### src/rtl/ex_operand_resolve_hold.sv
// EX-stage operand resolution: two-operand forwarding, load-use detection, hold-under-stall, valid/ready to ALU.
// Optional FWD_STATS_EN macro adds forwarded-operand and stall-cycle counters.
module ex_operand_resolve_hold #(
    parameter int DATA_WIDTH = 32,
    parameter int NUM_FWD    = 2,
    parameter int REG_AW     = 5
) (
    input  logic                          clk,
    input  logic                          rst_n,
    input  logic                          flush,
    input  logic                          in_valid,
    input  logic                          use_rs1,
    input  logic                          use_rs2,
    input  logic [REG_AW-1:0]             rs1_addr,
    input  logic [REG_AW-1:0]             rs2_addr,
    input  logic [DATA_WIDTH-1:0]         rd1_reg,
    input  logic [DATA_WIDTH-1:0]         rd2_reg,
    input  logic [NUM_FWD-1:0]            fwd_valid,
    input  logic [NUM_FWD-1:0]            fwd_pending,
    input  logic [NUM_FWD*REG_AW-1:0]     fwd_rd,
    input  logic [NUM_FWD*DATA_WIDTH-1:0] fwd_data,
    input  logic [1:0]                    alu_sel_rs1,
    input  logic [1:0]                    alu_sel_rs2,
    input  logic [DATA_WIDTH-1:0]         pc,
    input  logic [DATA_WIDTH-1:0]         imm,
    input  logic                          alu_ready,
    output logic                          out_valid,
    output logic [DATA_WIDTH-1:0]         op_a,
    output logic [DATA_WIDTH-1:0]         op_b,
    output logic [DATA_WIDTH-1:0]         store_data,
    output logic                          stall_req,
    output logic [31:0]                   fwd_count,
    output logic [31:0]                   stall_count,
    output logic [1:0]                    fsm_state
);

    // Handshake: a transfer (fire) happens in a cycle where out_valid && alu_ready;
    // out_valid never waits on alu_ready, and operands stay stable until fire.
    typedef enum logic [1:0] {
        EMPTY     = 2'd0,
        WAIT_OPND = 2'd1,
        WAIT_ALU  = 2'd2
    } state_t;

    state_t                  state;
    logic                    m1, p1, m2, p2;
    logic [DATA_WIDTH-1:0]   d1, d2;
    logic                    hold1_v, hold2_v;
    logic [DATA_WIDTH-1:0]   hold1_d, hold2_d;
    logic                    res1, res2, opnd_ok, ov_int, fire;
    logic [DATA_WIDTH-1:0]   val1, val2, a_mux, b_mux;

    // Scan from lowest priority up so the youngest matching source overwrites.
    always_comb begin
        m1 = 1'b0; p1 = 1'b0; d1 = rd1_reg;
        m2 = 1'b0; p2 = 1'b0; d2 = rd2_reg;
        for (int i = NUM_FWD - 1; i >= 0; i--) begin
            if (fwd_valid[i] && fwd_rd[i*REG_AW +: REG_AW] == rs1_addr && rs1_addr != '0) begin
                m1 = 1'b1;
                p1 = fwd_pending[i];
                d1 = fwd_data[i*DATA_WIDTH +: DATA_WIDTH];
            end
            if (fwd_valid[i] && fwd_rd[i*REG_AW +: REG_AW] == rs2_addr && rs2_addr != '0) begin
                m2 = 1'b1;
                p2 = fwd_pending[i];
                d2 = fwd_data[i*DATA_WIDTH +: DATA_WIDTH];
            end
        end
    end

    assign res1    = !use_rs1 || hold1_v || !(m1 && p1);
    assign res2    = !use_rs2 || hold2_v || !(m2 && p2);
    assign val1    = hold1_v ? hold1_d : d1;
    assign val2    = hold2_v ? hold2_d : d2;
    assign opnd_ok = res1 && res2;
    assign ov_int  = in_valid && !flush && opnd_ok;
    assign fire    = ov_int && alu_ready;

    always_comb begin
        a_mux = '0;
        case (alu_sel_rs1)
            2'd0:    a_mux = val1;
            2'd1:    a_mux = pc;
            default: a_mux = '0;
        endcase
        b_mux = '0;
        case (alu_sel_rs2)
            2'd0:    b_mux = val2;
            2'd1:    b_mux = imm;
            2'd2:    b_mux = DATA_WIDTH'(4);
            default: b_mux = '0;
        endcase
    end

    assign out_valid  = rst_n && ov_int;
    assign stall_req  = rst_n && in_valid && !flush && !fire;
    assign op_a       = rst_n ? a_mux : '0;
    assign op_b       = rst_n ? b_mux : '0;
    assign store_data = rst_n ? val2 : '0;
    assign fsm_state  = state;

    always_ff @(posedge clk or negedge rst_n) begin
        if (!rst_n) begin
            hold1_v <= 1'b0;
            hold2_v <= 1'b0;
            hold1_d <= '0;
            hold2_d <= '0;
        end else if (fire || flush || !in_valid) begin
            hold1_v <= 1'b0;
            hold2_v <= 1'b0;
        end else begin
            if (!hold1_v && res1) begin
                hold1_v <= 1'b1;
                hold1_d <= d1;
            end
            if (!hold2_v && res2) begin
                hold2_v <= 1'b1;
                hold2_d <= d2;
            end
        end
    end

    always_ff @(posedge clk or negedge rst_n) begin
        if (!rst_n) begin
            state <= EMPTY;
        end else if (fire || flush || !in_valid) begin
            state <= EMPTY;
        end else if (opnd_ok) begin
            state <= WAIT_ALU;
        end else begin
            state <= WAIT_OPND;
        end
    end

`ifdef FWD_STATS_EN
    logic hold1_f, hold2_f, fw1, fw2;

    // Remember whether a held operand originally came from a forwarding source.
    assign fw1 = use_rs1 && (hold1_v ? hold1_f : m1);
    assign fw2 = use_rs2 && (hold2_v ? hold2_f : m2);

    always_ff @(posedge clk or negedge rst_n) begin
        if (!rst_n) begin
            hold1_f     <= 1'b0;
            hold2_f     <= 1'b0;
            fwd_count   <= '0;
            stall_count <= '0;
        end else begin
            if (!hold1_v) hold1_f <= m1;
            if (!hold2_v) hold2_f <= m2;
            if (fire) fwd_count <= fwd_count + {31'b0, fw1} + {31'b0, fw2};
            if (stall_req) stall_count <= stall_count + 32'd1;
        end
    end
`else
    assign fwd_count   = '0;
    assign stall_count = '0;
`endif

endmodule

### config.mk
export PLATFORM = sky130hd
export DESIGN_NAME = ex_operand_resolve_hold
export DESIGN_NICKNAME = d
export VERILOG_FILES = /design/src/rtl/ex_operand_resolve_hold.sv
export SDC_FILE = /design/constraint.sdc
export NUM_CORES = 1
export LEC_CHECK = 0
export CORE_AREA = 2 2 150 152
export CTS_BUF_LIST = sky130_fd_sc_hd__clkbuf_4 sky130_fd_sc_hd__clkbuf_8 sky130_fd_sc_hd__clkbuf_16
export CTS_CLUSTER_SIZE = 12
export DETAILED_ROUTE_END_ITERATION = 7
export DIE_AREA = 0 0 152 154
export HOLD_SLACK_MARGIN = 0.1
export PLACE_DENSITY = 0.68
export SETUP_SLACK_MARGIN = 0.05
export SYNTH_ARGS = -nofsm -noshare
export SYNTH_HDL_FRONTEND = slang
export SYNTH_SLANG_ARGS = --single-unit
### constraint.sdc
create_clock -name clk -period 9.4 [get_ports clk]
set_input_delay 2.82 -clock clk [delete_from_list [all_inputs] [get_ports clk]]
set_output_delay 2.82 -clock clk [all_outputs]
set_load 0.05 [all_outputs]
# Yosys cells after proc, flatten, opt, wreduce, memory -nomap -nowiden
# Cells that the tools add are included.
# classes
n_eq_ne	7
n_mux	25
n_bitwise	1
reduce_logical	43
# op_table
operator	count
32-bit two-way mux	9
32-bit one-hot mux with 3 select lines	1
32-bit one-hot mux with 2 select lines	1
5-bit == test	4
1-bit logical AND	20
1-bit two-way mux	12
5-bit nonzero test	2
1-bit zero test	9
1-bit logical OR	6
2-bit by 1-bit == test with 1-bit output, second input constant	2
2-bit zero test	2
2-bit two-way mux	2
2-bit AND reduction	2
2-bit nonzero test	2
2-bit == test, second input constant	1
1-bit inverter	1
# totals
register_bits	68
input_bits	227

# Longest topological paths before layout
# Gate-level depths: netlist of the first run.
# depth
word_depth	15
mapped_depth	10
ltp_nobuf	6

# Least setup slack after synthesis of the first run
# Ideal clock, no wire load.
# synth_timing
path_kind	input to output
from	input rs2_addr[1]
to	output op_b[23]
t_arrival_ns	5.574
t_required_ns	6.580
slack_ns	1.006
stages	7
cell_sequence	or4_1 o211ai_1 clkbuf_1 o21ai_0 a31oi_1 mux2i_1 a211oi_1
# synth_between
elab_chain_cells	8
word_cells_on_any_way	12
classes_between	2 x eq/ne; 5 x mux; 5 x reduce/logical
# synth_rtl
element	line_no	text
start, declared	15	input logic [REG_AW-1:0] rs2_addr,
5-bit == test	63	if (fwd_valid[i] && fwd_rd[i*REG_AW +: REG_AW] == rs2_addr && rs2_addr != '0) begin
1-bit logical AND (2 in series)	63	
32-bit two-way mux	63	
32-bit two-way mux (*)	63	
32-bit two-way mux (*)	74	assign val2 = hold2_v ? hold2_d : d2;
32-bit one-hot mux with 3 select lines (*)	87	case (alu_sel_rs2)
32-bit two-way mux (*)	98	assign op_b = rst_n ? b_mux : '0;
end, declared	29	output logic [DATA_WIDTH-1:0] op_b,
# Mark *: on every way between the ends. The rest lies on a longest branch, timed or not.

# Worst setup path after layout of the first run
# layout_timing
from	input rs1_addr[0]
to	output op_a[3]
# layout_between
elab_chain_cells	8
word_cells_on_any_way	12
classes_between	2 x eq/ne; 5 x mux; 5 x reduce/logical
# layout_rtl
element	line_no	text
start, declared	14	input logic [REG_AW-1:0] rs1_addr,
5-bit == test	58	if (fwd_valid[i] && fwd_rd[i*REG_AW +: REG_AW] == rs1_addr && rs1_addr != '0) begin
1-bit logical AND (2 in series)	58	
32-bit two-way mux	58	
32-bit two-way mux (*)	58	
32-bit two-way mux (*)	73	assign val1 = hold1_v ? hold1_d : d1;
32-bit one-hot mux with 2 select lines (*)	81	case (alu_sel_rs1)
32-bit two-way mux (*)	97	assign op_a = rst_n ? a_mux : '0;
end, declared	28	output logic [DATA_WIDTH-1:0] op_a,
# Marks and branches as above.

==> results of run 1 <==
## critical path: stages
cell and delay, ns:
clkdlybuf4s50_1 0.65, xnor2_1 0.19, and4_1 0.57, buf_4 0.37, nand3_1 0.12, a311oi_1 0.57
a211oi_1 0.11, nor3_1 0.22, buf_4 0.23
## cell usage after synthesis (4+ instances only)
master,n,area (um2)
a31oi_1,31,193.9
xnor2_1,20,175.2
mux2i_1,30,300.3
nand3_1,64,320.3
nor3_1,98,490.5
dfrtp_1,68,1702
buf_4,68,510.5
nor2b_1,64,400.4
o211ai_1,6,45.04
nand4_1,4,25.02
nand2_1,4,15.01
mux2_1,10,112.6
nor2_1,35,131.4
clkbuf_1,80,300.3
mux2_2,21,236.5
o21ai_0,64,320.3
a22o_1,32,280.3
a211oi_1,62,465.5
nand2b_1,5,31.28
a311oi_1,34,297.8
## where the power goes
| part | switching (mW) | leakage, nW | internal, mW |
|---|---|---|---|
| clock | 0.140 | 0.167 | 0.263 |
| combinational | 0.334 | 2.77 | 0.219 |
| sequential | 0.0355 | 0.831 | 0.353 |
| total | 0.510 | 3.76 | 0.835 |
## layout make-up
type | count | area share, %
antenna | 1 | 0.02500
clock buffer | 10 | 2.325
clock inverter | 6 | 1.112
inverter | 3 | 0.1125
multi-input combinational | 680 | 43.63
sequential | 68 | 17.02
tap | 280 | 3.500
timing repair buffer | 352 | 32.27
## worst min path at each step
stage             endpoint  slack [ns]  depth (start not counted)
4_1_cts        hold2_d[29]        0.49                          1
5_1_grt        hold1_d[30]        0.51                          1
6_report       hold2_d[31]        0.49                          1
2_1_floorplan  hold2_d[23]        0.46                          1
3_3_place_gp   hold2_d[26]        0.47                          1
3_5_place_dp   hold2_d[29]        0.48                          1
## through the flow
| step | instances | util, % | hold slack (ns) | setup slack (ns) |
|---|---|---|---|---|
| after floorplan | 908 | - | 0.4579 | 1.006 |
| after global placement | 1383 | 44.56 | 0.4676 | 0.7881 |
| after detailed placement | 1383 | 44.56 | 0.4794 | 0.7609 |
| after CTS | 1399 | 46.15 | 0.4925 | 0.7559 |
| after global routing | 1400 | 46.16 | 0.5066 | 0.5445 |
| final | 1400 | 46.16 | 0.4867 | 0.7126 |
## state kept, by name, summed over array words and instances, names as in the netlist
| signal | count |
|---|---|
| hold1_d | 32 |
| hold1_v | 1 |
| fsm_state | 2 |
| hold2_v | 1 |
| hold2_d | 32 |
## logic make-up after synthesis
logic type / share of synthesized area (%)
and+or+nand+nor: 23.11
other: 0.05595
muxes: 9.688
AOI/OAI and AO/OA: 25.98
buffers and inverters: 13.16
DFF: 25.39
xor gates and xnor gates: 2.613
## metal layers
metal  vias up  part of all wire, %  track usage (%)
li1       3589                    -                -
met1      3708                   39            30.35
met2       440                   50            45.00
met3        50                  7.8            6.088
met4         2                  2.8            8.767
met5         -                0.042                0
==> reports/metrics.yaml, run 1 <==
outcome: "finished, final reports clean"
setup_violations: 0
slew_viol_final: 0
p_per_area_mw_per_mm2: 134.3
overflow: 0
port_buffers: 326
drtIter0Drc: 559
start_util_pct: 30.90
ys_seq_area_share_pct: 25.39
syn_area_per_cell_um2: 7.932
h-tree-depth: 3
fin_area_mm2: 0.01001
cts_resized: 0
cts.sinks: 68
areaGrowthSynthToFinish_pct: 49.36
yosysWarnings: 0
crit_path_start_kind: "primary input"
crit_path_end_kind: "output port"
dp_hpwl_um: 23580
placed_area_mm2: 0.009664
avgRoutedWirePerCell_um: 22.17
coreArea_mm2: 0.02169
hold_buffers: 0
cts_tree: "done"
cts.clk_slew.worst_paths_ns: 0.06
required_ns: 6.58
cts_setup_buffers: 0
post-route-min-period_ns: 8.687
vias: 7789
slew_headroom_pct: 11.69
fillerInstances: 2172
clk_latency_ns: 0.35
fp.dieH_um: 154
grt_use_total_pct: 25.50
cts_max_path_buffers: 2
synth_cell_types: 51
clock_skew_ns: 0.02054
worst_slew_pin_slew_ns: 1.325
synth-seq-cells: 68
regToRegSetupSlack_ns: 6.43
r2r_start: "hold2_v"
drive_above_1_share_pct: 15.55
rsz0062_at_grt: "false"
clockRootBuffer: "clkbuf_16"
critical_path_class: "in2out"
rows: 54
wirelength_um: 31040
layout_commonest_cell: "clkdlybuf4s50_1"
hold_start: "hold2_d[31]"
ff2ff_path_depth: 7
synth_top_flop_cell: "dfrtp_1"
io-pin-count: 391
layout.nets: 1341
grt_max_degree: 65
crit_arrival_ns: 5.87
postRouteAntennaNets: 0
fmax_ghz: 0.1151
route.detailed.drc: 0
synth_cells: 845
drtPass1Iterations: 5
crit_start: "rs1_addr[0]"
leakagePower_nw: 3.764
die_w_um: 152
cp-endpoint: "op_a[3]"
seq_area_mm2: 0.001704
numCtsBuffers: 9
rr_endpoint: "hold2_d[22]"
hold_path_class: "reg2reg"
multi_input_comb_area_mm2: 0.004368
place_congestion: 0.9911
finalSetupTns_ns: 0
hold_viol: 0
ys_async_sr_fraction_pct: 100.0
fin_crit_sh_pct: 92.42
grt_pass1_vias: 7709
finalPower_mw: 1.345
viasPerCell: 5.564
cap_violations: 0
final_cell_mix: "226 x clkdlybuf4s50_1, 123 x buf_4, 98 x nor3_1"
die-area_mm2: 0.02341
antenna_found_initial: 2
synth_enable_flop_cells: 0
path_max_fanout: 21
ir_drop_v: 0.00007314
syn-cell-area_mm2: 0.006703
grt_pass1_wl_um: 46280
Note: power is estimated with default switching activity, not from simulation.
==> run 2, diff against run 1 <==
--- a/config.mk
+++ b/config.mk
@@ -10,6 +10,7 @@
 export CTS_CLUSTER_SIZE = 12
 export DETAILED_ROUTE_END_ITERATION = 7
 export DIE_AREA = 0 0 152 154
+export GPL_TIMING_DRIVEN = 0
 export HOLD_SLACK_MARGIN = 0.1
 export PLACE_DENSITY = 0.68
 export SETUP_SLACK_MARGIN = 0.05
==> reports/metrics.yaml, run 2 (synthesis gave the netlist of run 1 again) <==
outcome: "finished, final reports clean"
fp.dieH_um: 154  # unchanged
required_ns: 6.58  # about the same
clock_skew_ns: 0.006598  # -0.01394 ns
rows: 54  # unchanged
cap_violations: 0  # unchanged
overflow: 0  # unchanged
leakagePower_nw: 4.737  # +26%
crit_path_start_kind: "primary input"
clkPwrFrac_pct: 26.4  # -3.5 points
ir_drop_v: 0.00007696  # +5.2%
cts_max_path_buffers: 2  # unchanged
fillerInstances: 2162  # -0.46%
critical_path_class: "in2out"
wirelength_um: 31700  # +2.1%
fmax_ghz: 0.1086  # -5.7%
h-tree-depth: 3  # unchanged
fin_hold_ws_ns: 0.4844  # -0.002250 ns
switchingPower_mw: 0.5096  # about the same
grt_pass1_vias: 8070  # +4.7%
p_int_mw: 0.8218  # -1.6%
hold_buffers: 0  # unchanged
viasPerCell: 5.289  # -4.9%
layout.nets: 1478  # +10%
rsz0062_at_grt: "false"
clk_latency_ns: 0.35  # about the same
fin_area_mm2: 0.01102  # +10%
slew_headroom_pct: 46.83  # +35 points
vias: 8119  # +4.2%
fin_crit_sh_pct: 97.97  # +5.6 points
crit_arrival_ns: 6.39  # +0.52 ns
path_max_fanout: 10  # -52%
hold_path_class: "reg2reg"
final_cell_mix: "275 x clkdlybuf4s50_1, 98 x nor3_1, 79 x clkbuf_1"
postRouteAntennaNets: 0  # unchanged
placed_area_mm2: 0.01054  # +9.1%
grt_max_degree: 41  # -37%
port_buffers: 323  # -0.92%
cts_tree: "done"
clockRootBuffer: "clkbuf_16"
route.detailed.drc: 0  # unchanged
finalPower_mw: 1.331  # -0.98%
dp_hpwl_um: 26040  # +10%
utilization_pct: 50.82  # +4.7 points
final_cells: 1535  # +9.6%
grt_use_total_pct: 25.91  # +0.41 points
post-route-min-period_ns: 9.210  # +0.5222 ns
io-pin-count: 391  # unchanged
coreArea_mm2: 0.02169  # unchanged
layout_commonest_cell: "clkdlybuf4s50_1"
numPlacedInstances: 1512  # +9.3%
antenna_found_initial: 2  # unchanged
p_sw_share_pct: 38.28  # +0.36 points
drtPass1Iterations: 5  # unchanged
p_per_area_mw_per_mm2: 120.8  # -10%
place_congestion: 0.9616  # -3.0%
cts.clk_slew.worst_paths_ns: 0.06  # about the same
hold_viol: 0  # unchanged
grt_pass1_wl_um: 46830  # +1.2%
p_seq_share_pct: 28.9  # about the same
slew_viol_final: 0  # unchanged
cts.sinks: 68  # unchanged
die_w_um: 152  # unchanged
p_comb_share_pct: 44.8  # +3.6 points
start_util_pct: 30.90  # unchanged
worst_slew_pin_slew_ns: 0.7976  # -0.5271 ns
areaGrowthSynthToFinish_pct: 64.44
drive_above_1_share_pct: 10.29  # -5.3 points
numCtsBuffers: 9  # unchanged
crit_path_end_kind: "output port"
avgRoutedWirePerCell_um: 20.65  # -6.8%
die-area_mm2: 0.02341  # unchanged
drtIter0Drc: 514  # -8.1%
setup_violations: 0  # unchanged
==> run 2: changes by cell type in the layout (fill, tap and decap cells not counted), moves of 2 or more <==
| cell | change |
|---|---|
| clkbuf_1 | +79 |
| clkdlybuf4s50_1 | +49 |
| buf_4 | -46 |
| dlymetal6s2s_1 | +46 |
| buf_1 | +3 |
| buf_6 | +3 |
| buf_2 | +2 |
| bufinv_16 | -2 |
| clkbuf_8 | +2 |
| dfrtp_1 | +2 |
| dfrtp_2 | -2 |
==> run 2: what timing repair did <==
action	CTS	global route
gates cloned	0	0
buffers inserted	3	5
resized for setup	1	49
pin swaps	2	2
setup endpoints to repair	41	79
==> run 2: per-layer routing <==
| layer | global-route usage, % | wire length (um) |
|---|---|---|
| met5 | 0 | 13 |
| met4 | 8.367 | 891 |
| met3 | 7.159 | 2543 |
| met2 | 44.79 | 15320 |
| met1 | 31.21 | 12940 |
==> run 2: cell type report <==
type / count / area (um2) / share of cell area [%]
timing repair buffer: 332 / 3425 / 31.07
multi-input combinational: 680 / 4364 / 39.60
sequential: 68 / 1702 / 15.44
clock buffer: 12 / 260.3 / 2.361
tap: 280 / 350.3 / 3.179
inverter: 3 / 11.26 / 0.1022
antenna: 1 / 2.502 / 0.02270
clock inverter: 2 / 35.03 / 0.3179
buffer: 157 / 872.1 / 7.912
==> run 2: path summary, 6_finish.rpt <==
| check | from | end | slack, ns | depth (start not counted) |
|---|---|---|---|---|
| worst max register to register | hold2_v | hold1_d[29] | 6.66 | 7 |
| worst max-delay path | rs2_addr[1] | op_b[24] | 0.19 | 10 |
| worst min register to register | hold2_d[26] | hold2_d[26] | 0.48 | 1 |
| worst min-delay path | hold2_d[26] | hold2_d[26] | 0.48 | 1 |
| max in group asynchronous | rst_n | hold1_d[1] | 6.39 | 2 |
| min in group asynchronous | rst_n | hold2_d[25] | 2.41 | 1 |
==> run 2: power by group through the flow <==
| stage | clock, mW | combinational, mW | sequential (mW) |
|---|---|---|---|
| after floorplan | 0 | 0.365 | 0.381 |
| after global placement | 0 | 0.584 | 0.385 |
| after detailed placement | 0 | 0.590 | 0.387 |
| after CTS | 0.355 | 0.594 | 0.384 |
| after global routing | 0.369 | 0.631 | 0.391 |
| final | 0.351 | 0.596 | 0.385 |
==> run 2: critical path, cell delays in order <==
cell and delay, ns:
clkdlybuf4s50_1 0.48, or4_1 0.64, o211ai_1 0.23, buf_4 0.20, clkbuf_1 0.30, o21ai_0 0.18
a31oi_1 0.23, mux2i_1 0.16, a211oi_1 0.30, clkdlybuf4s50_1 0.84
==> run 2: through the flow <==
step | worst slack, ns | setup TNS [ns]
finish | 0.1904 | 0
global placement | -1.491 | -116.11
detailed placement | -0.09686 | -1.242
CTS | 0.1014 | 0
global route | 0.04576 | 0
floorplan | 1.006 | 0
==> run 3, diff against run 2 <==
--- a/config.mk
+++ b/config.mk
@@ -5,6 +5,7 @@
 export SDC_FILE = /design/constraint.sdc
 export NUM_CORES = 1
 export LEC_CHECK = 0
+export ABC_CLOCK_PERIOD_IN_PS = 9400
 export CORE_AREA = 2 2 150 152
 export CTS_BUF_LIST = sky130_fd_sc_hd__clkbuf_4 sky130_fd_sc_hd__clkbuf_8 sky130_fd_sc_hd__clkbuf_16
 export CTS_CLUSTER_SIZE = 12
==> results of run 3 <==
The final DEF is identical to that of run 2; final timing and power are the same.
